## src/rtl/aes_pkg.sv

```systemverilog
// aes_pkg: shared AES block width and round-datapath channel indices
package aes_pkg;
  localparam int AES_BLOCK_W = 128;
  localparam int CH_LOAD = 0;
  localparam int CH_ROUND = 1;
  localparam int CH_KEY = 2;
endpackage

```

## src/rtl/aes_state_sel_if.sv

```systemverilog
// aes_state_sel_if: N input channels plus one registered output, grouped as a bus
interface aes_state_sel_if #(
  parameter int WIDTH = aes_pkg::AES_BLOCK_W,
  parameter int N = 2
);
  localparam int SEL_W = $clog2(N);
  logic [N*WIDTH-1:0] in_data;
  logic [N-1:0] in_valid;
  logic [N-1:0] in_ready;
  logic [SEL_W-1:0] sel;
  logic [WIDTH-1:0] out_data;
  logic [SEL_W-1:0] out_chan;
  logic out_valid;
  logic out_ready;
  modport master(output in_data, in_valid, sel, out_ready, input in_ready, out_data, out_chan, out_valid);
  modport slave(input in_data, in_valid, sel, out_ready, output in_ready, out_data, out_chan, out_valid);
endinterface

```

## src/rtl/aes_state_sel_arb.sv

```systemverilog
// aes_rr_arb: round-robin grant searching from ptr+1 upward, wrapping modulo N
module aes_rr_arb #(
  parameter int N = 2,
  localparam int SEL_W = $clog2(N)
) (
  input  logic [N-1:0]     req_i,
  input  logic [SEL_W-1:0] ptr_i,
  input  logic             advance_i,
  output logic [SEL_W-1:0] grant_o,
  output logic             grant_vld_o,
  output logic [SEL_W-1:0] ptr_nxt_o
);
  // scan farthest-first so the nearest requester after ptr wins
  always_comb begin
    grant_o = '0;
    grant_vld_o = 1'b0;
    for (int k = N; k >= 1; k--)
      if (req_i[(int'(ptr_i) + k) % N]) begin
        grant_o = SEL_W'((int'(ptr_i) + k) % N);
        grant_vld_o = 1'b1;
      end
  end
  assign ptr_nxt_o = advance_i ? grant_o : ptr_i;
endmodule

```

## src/rtl/aes_state_sel.sv

```systemverilog
// aes_state_sel: N:1 registered selector, explicit select or round-robin (AES_STATE_SEL_RR_EN)
module aes_state_sel import aes_pkg::*; #(
  parameter int WIDTH = AES_BLOCK_W,
  parameter int N = 2
) (
  input logic clk,
  input logic rst,
  aes_state_sel_if.slave bus
);
  localparam int SEL_W = $clog2(N);
  logic [SEL_W-1:0] g;
  logic gv, load_ok, xfer;
  logic [WIDTH-1:0] out_data_q, out_data_d;
  logic [SEL_W-1:0] out_chan_q, out_chan_d;
  logic out_valid_q, out_valid_d;
  assign load_ok = !out_valid_q || bus.out_ready;
`ifdef AES_STATE_SEL_RR_EN
  logic [SEL_W-1:0] ptr_q, ptr_d;
  aes_rr_arb #(.N(N)) u_arb (
    .req_i(bus.in_valid),
    .ptr_i(ptr_q),
    .advance_i(xfer),
    .grant_o(g),
    .grant_vld_o(gv),
    .ptr_nxt_o(ptr_d)
  );
  // pointer moves to the winner only when its word is actually taken
  always_ff @(posedge clk) ptr_q <= rst ? SEL_W'(N - 1) : ptr_d;
`else
  assign g = bus.sel;
  assign gv = 32'(bus.sel) < N;
`endif
  assign bus.in_ready = (!rst && load_ok && gv) ? (N'(1) << g) : '0;
  assign xfer = |(bus.in_valid & bus.in_ready);
  // load on transfer, drop valid on a plain consume, otherwise hold
  always_comb begin
    out_data_d = xfer ? bus.in_data[g*WIDTH +: WIDTH] : out_data_q;
    out_chan_d = xfer ? g : out_chan_q;
    out_valid_d = xfer || (out_valid_q && !bus.out_ready);
  end
  // output register
  always_ff @(posedge clk) begin
    if (rst) begin
      out_data_q <= '0;
      out_chan_q <= '0;
      out_valid_q <= 1'b0;
    end else begin
      out_data_q <= out_data_d;
      out_chan_q <= out_chan_d;
      out_valid_q <= out_valid_d;
    end
  end
  assign bus.out_data = out_data_q;
  assign bus.out_chan = out_chan_q;
  assign bus.out_valid = out_valid_q;
endmodule

```

## src/flat_wrapper.sv

```systemverilog
// flat-port wrapper written by rule: the top's interface ports become plain ports
module aes_state_sel_flat import aes_pkg::*;
#(
  parameter int WIDTH = AES_BLOCK_W,
  parameter int N = 2
)
  (clk, rst, bus_in_data, bus_in_valid, bus_sel, bus_out_ready, bus_in_ready, bus_out_data, bus_out_chan, bus_out_valid);
  aes_state_sel_if #(.WIDTH(WIDTH), .N(N)) bus_i ();
  input logic clk;
  input logic rst;
  input wire logic [$bits(bus_i.in_data)-1:0] bus_in_data;
  input wire logic [$bits(bus_i.in_valid)-1:0] bus_in_valid;
  input wire logic [$bits(bus_i.sel)-1:0] bus_sel;
  input wire logic [$bits(bus_i.out_ready)-1:0] bus_out_ready;
  output wire logic [$bits(bus_i.in_ready)-1:0] bus_in_ready;
  output wire logic [$bits(bus_i.out_data)-1:0] bus_out_data;
  output wire logic [$bits(bus_i.out_chan)-1:0] bus_out_chan;
  output wire logic [$bits(bus_i.out_valid)-1:0] bus_out_valid;
  assign bus_i.in_data = bus_in_data;
  assign bus_i.in_valid = bus_in_valid;
  assign bus_i.sel = bus_sel;
  assign bus_i.out_ready = bus_out_ready;
  assign bus_in_ready = bus_i.in_ready;
  assign bus_out_data = bus_i.out_data;
  assign bus_out_chan = bus_i.out_chan;
  assign bus_out_valid = bus_i.out_valid;
  aes_state_sel #(.WIDTH(WIDTH), .N(N)) u_core (.clk(clk), .rst(rst), .bus(bus_i));
endmodule
```

## config.mk

```make
export PLATFORM = sky130hd
export DESIGN_NAME = aes_state_sel_flat
export DESIGN_NICKNAME = d
export VERILOG_FILES = /design/src/rtl/aes_pkg.sv /design/src/rtl/aes_state_sel_if.sv /design/src/rtl/aes_state_sel_arb.sv /design/src/rtl/aes_state_sel.sv /design/src/flat_wrapper.sv
export SDC_FILE = /design/constraint.sdc
export NUM_CORES = 1
export LEC_CHECK = 0
export ABC_AREA = 0
export BUFFER_PORTS_ARGS = -buffer_cell sky130_fd_sc_hd__clkbuf_2
export CELL_PAD_IN_SITES_DETAIL_PLACEMENT = 1
export CELL_PAD_IN_SITES_GLOBAL_PLACEMENT = 2
export CORE_UTILIZATION = 21
export DETAILED_ROUTE_END_ITERATION = 10
export GPL_ROUTABILITY_DRIVEN = 0
export PLACE_DENSITY = 0.77
export SKIP_CTS_REPAIR_TIMING = 1
export SKIP_LAST_GASP = 1
export SLEW_MARGIN = 20
export SYNTH_ARGS = -nofsm -noshare
export SYNTH_HDL_FRONTEND = slang
export SYNTH_SLANG_ARGS = --single-unit
export TNS_END_PERCENT = 5
```

## constraint.sdc

```tcl
create_clock -name clk -period 1.3 [get_ports clk]
set_clock_uncertainty 0.1 [all_clocks]
set_input_delay 0.065 -clock clk [delete_from_list [all_inputs] [get_ports clk]]
set_output_delay 0.065 -clock clk [all_outputs]
set_load 0.02 [all_outputs]
```

==> results by group <==
Run status
  – Status: finished with violations
  – Failing checks: negative hold slack, negative setup slack

Setup path
  – WP depth: 5
  – Setup crit start kind: flop
  – FF-to-FF path depth: 6
  – Critical path endpoint category: output port
  – Crit path buf inv count: 3
  – CP max stage cell: dfxtp_2
  – Critical Path Max Stage Delay: 0.34 ns
  – Cells along the critical path: buf_6 > nor2b_4 > nor3_2 > buf_4 > buf_6
  – CP Class: reg -> out
  – Crit path from: u_core.bus.out_valid
  – Most frequent CP cell: buf_6
  – Required @ worst endpoint: 1.13 ns
  – Crit Path Max Fanout: 2
  – Critical path arrival: around 1.4 ns
  – Crit-path leading delay family: buffers and inverters
  – R2r startpoint: u_core.bus.out_valid

Detailed routing
  – Drt first-iter violations: 278
  – Routed Antenna Nets: 0
  – Wire per inst: around 20 um
  – Vias per cell: ~4.9
  – Final WL: 32330 um
  – Via count: 8171
  – Residual DRC count: 0
  – First drt pass iteration count: 4

Cells and area
  – Share of cells above drive strength 1: 41.02%
  – Nets: around 1.5k
  – FILL cells: 3407
  – Multi-input logic area: between 0.003 and 0.004 mm2
  – Synth-to-Final Area Change: 92.91%
  – Final core occ: 41.23%
  – FF/Latch Area: roughly 0.0026 mm2

STA
  – Slew @ Worst Pin: ~0.67 ns
  – Final hold slack: -0.02797 ns
  – F_max: 651.6 MHz
  – Hold Vio Cnt, Final: 3
  – Final worst slack: -0.2348 ns
  – Max-slew headroom: 55.38%
  – Pins Over Slew Limit: 0
  – # setup viols final: 100
  – Period utilization: 118.1%
  – RSZ-0062 raised after global routing: true
  – Min cycle time layout: 1.535 ns

Job
  – Total of max-cap violations: 0

Yosys
  – Average size of a mapped cell: about 10 um2
  – #FFs+latches synth: between 100 and 150
  – Ys Warns: 0
  – Count of cell types in the netlist: 18
  – Sequential element share of the synthesized area: 41.08%
  – Cells after synthesis: approximately 630
  – Syn Nets: 888
  – Mapped Area: about 0.0063 mm2

Global route
  – Largest net degree at the start of global routing: 72
  – Initial antenna violation count: 4
  – Met2 usage: between 20% and 30%
  – Overall Global Routing Usage: about 15%
  – Met1 usage in global routing: 17.76%
  – Met3 Resource Use GR: 4.177%
  – Busiest grt layer: met2
  – GRT overflow: 0
  – First-pass GRT wire length: ~37000 um
  – Vias in the first global route: 6885

CTS
  – Max Root-Sink Buffers: 2
  – H-tree levels: 4
  – Clock root buffer master: clkbuf_16
  – Worst-Skew Late Latency: approximately 0.4 ns
  – Clock sink count: 130
  – Num CTS Buffers: 17
  – TritonCTS clock tree: yes
  – Clk slew on worst S/H paths: 0.06 ns

Pwr
  – Switching power: 3.879 mW
  – Sw frac: 29.27%
  – Seq pwr share: between 30 and 40%
  – Comb pwr share: 26.2%
  – P_int: 9.374 mW
  – Leakage power: 5.533 nW
  – Peak supply drop: slightly above 700 uV
  – Clock network power share: 40.2%
  – P per Cell Area: 1084 mW/mm2

Die
  – # IOs: roughly 390
  – Initial core utilization: between 20% and 30%
  – Rows: 63
  – Die Span Y: between 150 and 200 um
  – Core area: slightly below 0.03 mm2
  – Die ar.: 0.03087 mm2
  – Die W: approximately 180 um

Placed design
  – Final HPWL DP: 18210 um
  – Dpl ws: -0.1694 ns
  – I/O Buffers: 393

Hold path
  – Worst Hold Class: in -> reg
  – Hold depth: 3
  – HP Start: bus_in_data[238]
[per-stage QoR]
stage / cell area [um2] / instances / TNS (ns) / power (mW)
2_1_floorplan: 6442 / 626 / -3.413 / 6.074
3_3_place_gp: 9095 / 1382 / -6.575 / 7.220
3_5_place_dp: 9095 / 1382 / -9.995 / 7.283
4_1_cts: 9732 / 1412 / -4.954 / 12.71
5_1_grt: 12210 / 1652 / -13.86 / 13.83
6_report: 12220 / 1655 / -6.143 / 13.25
[routing by layer]
layer | part of all wire [%] | up-vias
met2 | 53 | 333
li1 | - | 3849
met4 | 3.3 | 0
met5 | 0 | -
met3 | 5.8 | 77
met1 | 38 | 3912
[cell type report]
cell class                      instances  area share, %
Antenna cell                            7         0.1433
Clock buffer                           18          3.512
Clock inverter                         12          1.700
Inverter                                1        0.05119
Multi-Input combinational cell        394          27.36
Sequential cell                       130          21.31
Tap cell                              390          3.993
Timing Repair Buffer                  703          41.94
[state kept, by name, summed over array words and instances, names as in the netlist]
| name | flops |
|---|---|
| u_core.bus.out_chan | 1 |
| u_core.bus.out_data | 128 |
| u_core.bus.out_valid | 1 |
[synthesized netlist by cell type]
cell type / number / area [um2]
nor3_1: 1 / 5.000
a311oi_1: 128 / 1121
mux2_4: 1 / 15.01
inv_1: 1 / 3.750
a31oi_1: 128 / 800.8
clkbuf_1: 53 / 198.9
nor2_1: 1 / 3.750
mux2i_1: 128 / 1281
and3_1: 1 / 6.260
buf_2: 41 / 205.2
nor4_1: 1 / 6.260
o21a_1: 1 / 7.510
nand2b_1: 1 / 6.260
nor3b_1: 1 / 7.510
a21oi_1: 1 / 5.000
buf_4: 7 / 52.55
dfxtp_1: 130 / 2603
nor2b_1: 1 / 6.260
[layout by cell type (no fill, tap or decap), drive strengths merged, types with 2 or more instances in the layout]
master | netlist | layout
clkinvlp | 0 | 3
bufinv | 0 | 5
a31oi | 128 | 128
mux2i | 128 | 128
inv | 1 | 3
a311oi | 128 | 128
clkbuf | 53 | 409
diode | 0 | 7
dlygate4sd3 | 0 | 227
clkinv | 0 | 2
dfxtp | 130 | 130
buf | 48 | 85
[cells by family (layout without fill, tap and decap cells)]
family	after synthesis	after routing	share of synthesized area [%]
buffers and inverters	102	734	7.268
and+or+nand+nor	7	7	0.6520
DFF	130	130	41.08
muxes	129	129	20.46
other	0	7	0
AOI/OAI and AO/OA	258	258	30.54
[power by group through the flow]
stage	logic (mW)	clock network (mW)	registers [mW]
CTS	2.76	5.50	4.44
global route	3.69	5.66	4.48
floorplan	1.21	0	4.86
finish	3.47	5.33	4.45
detailed placement	2.76	0	4.53
global placement	2.71	0	4.51
[final timing paths]
kind	end	slack [ns]
hold reg to reg	u_core.bus.out_chan	0.42
setup reg to reg	u_core.bus.out_data[21]	-0.16
setup / recovery	bus_in_ready[0]	-0.23
hold / removal	u_core.bus.out_data[110]	-0.03
[worst register-to-register path, cell delays in order, from the launching register on]
cell       delay (ns)
dfxtp_2          0.34
nand2b_4         0.10
buf_12           0.15
clkbuf_16        0.16
buf_8            0.12
a31oi_1          0.10
a311oi_1         0.29
No activity file was read; power rests on OpenSTA's default activity.
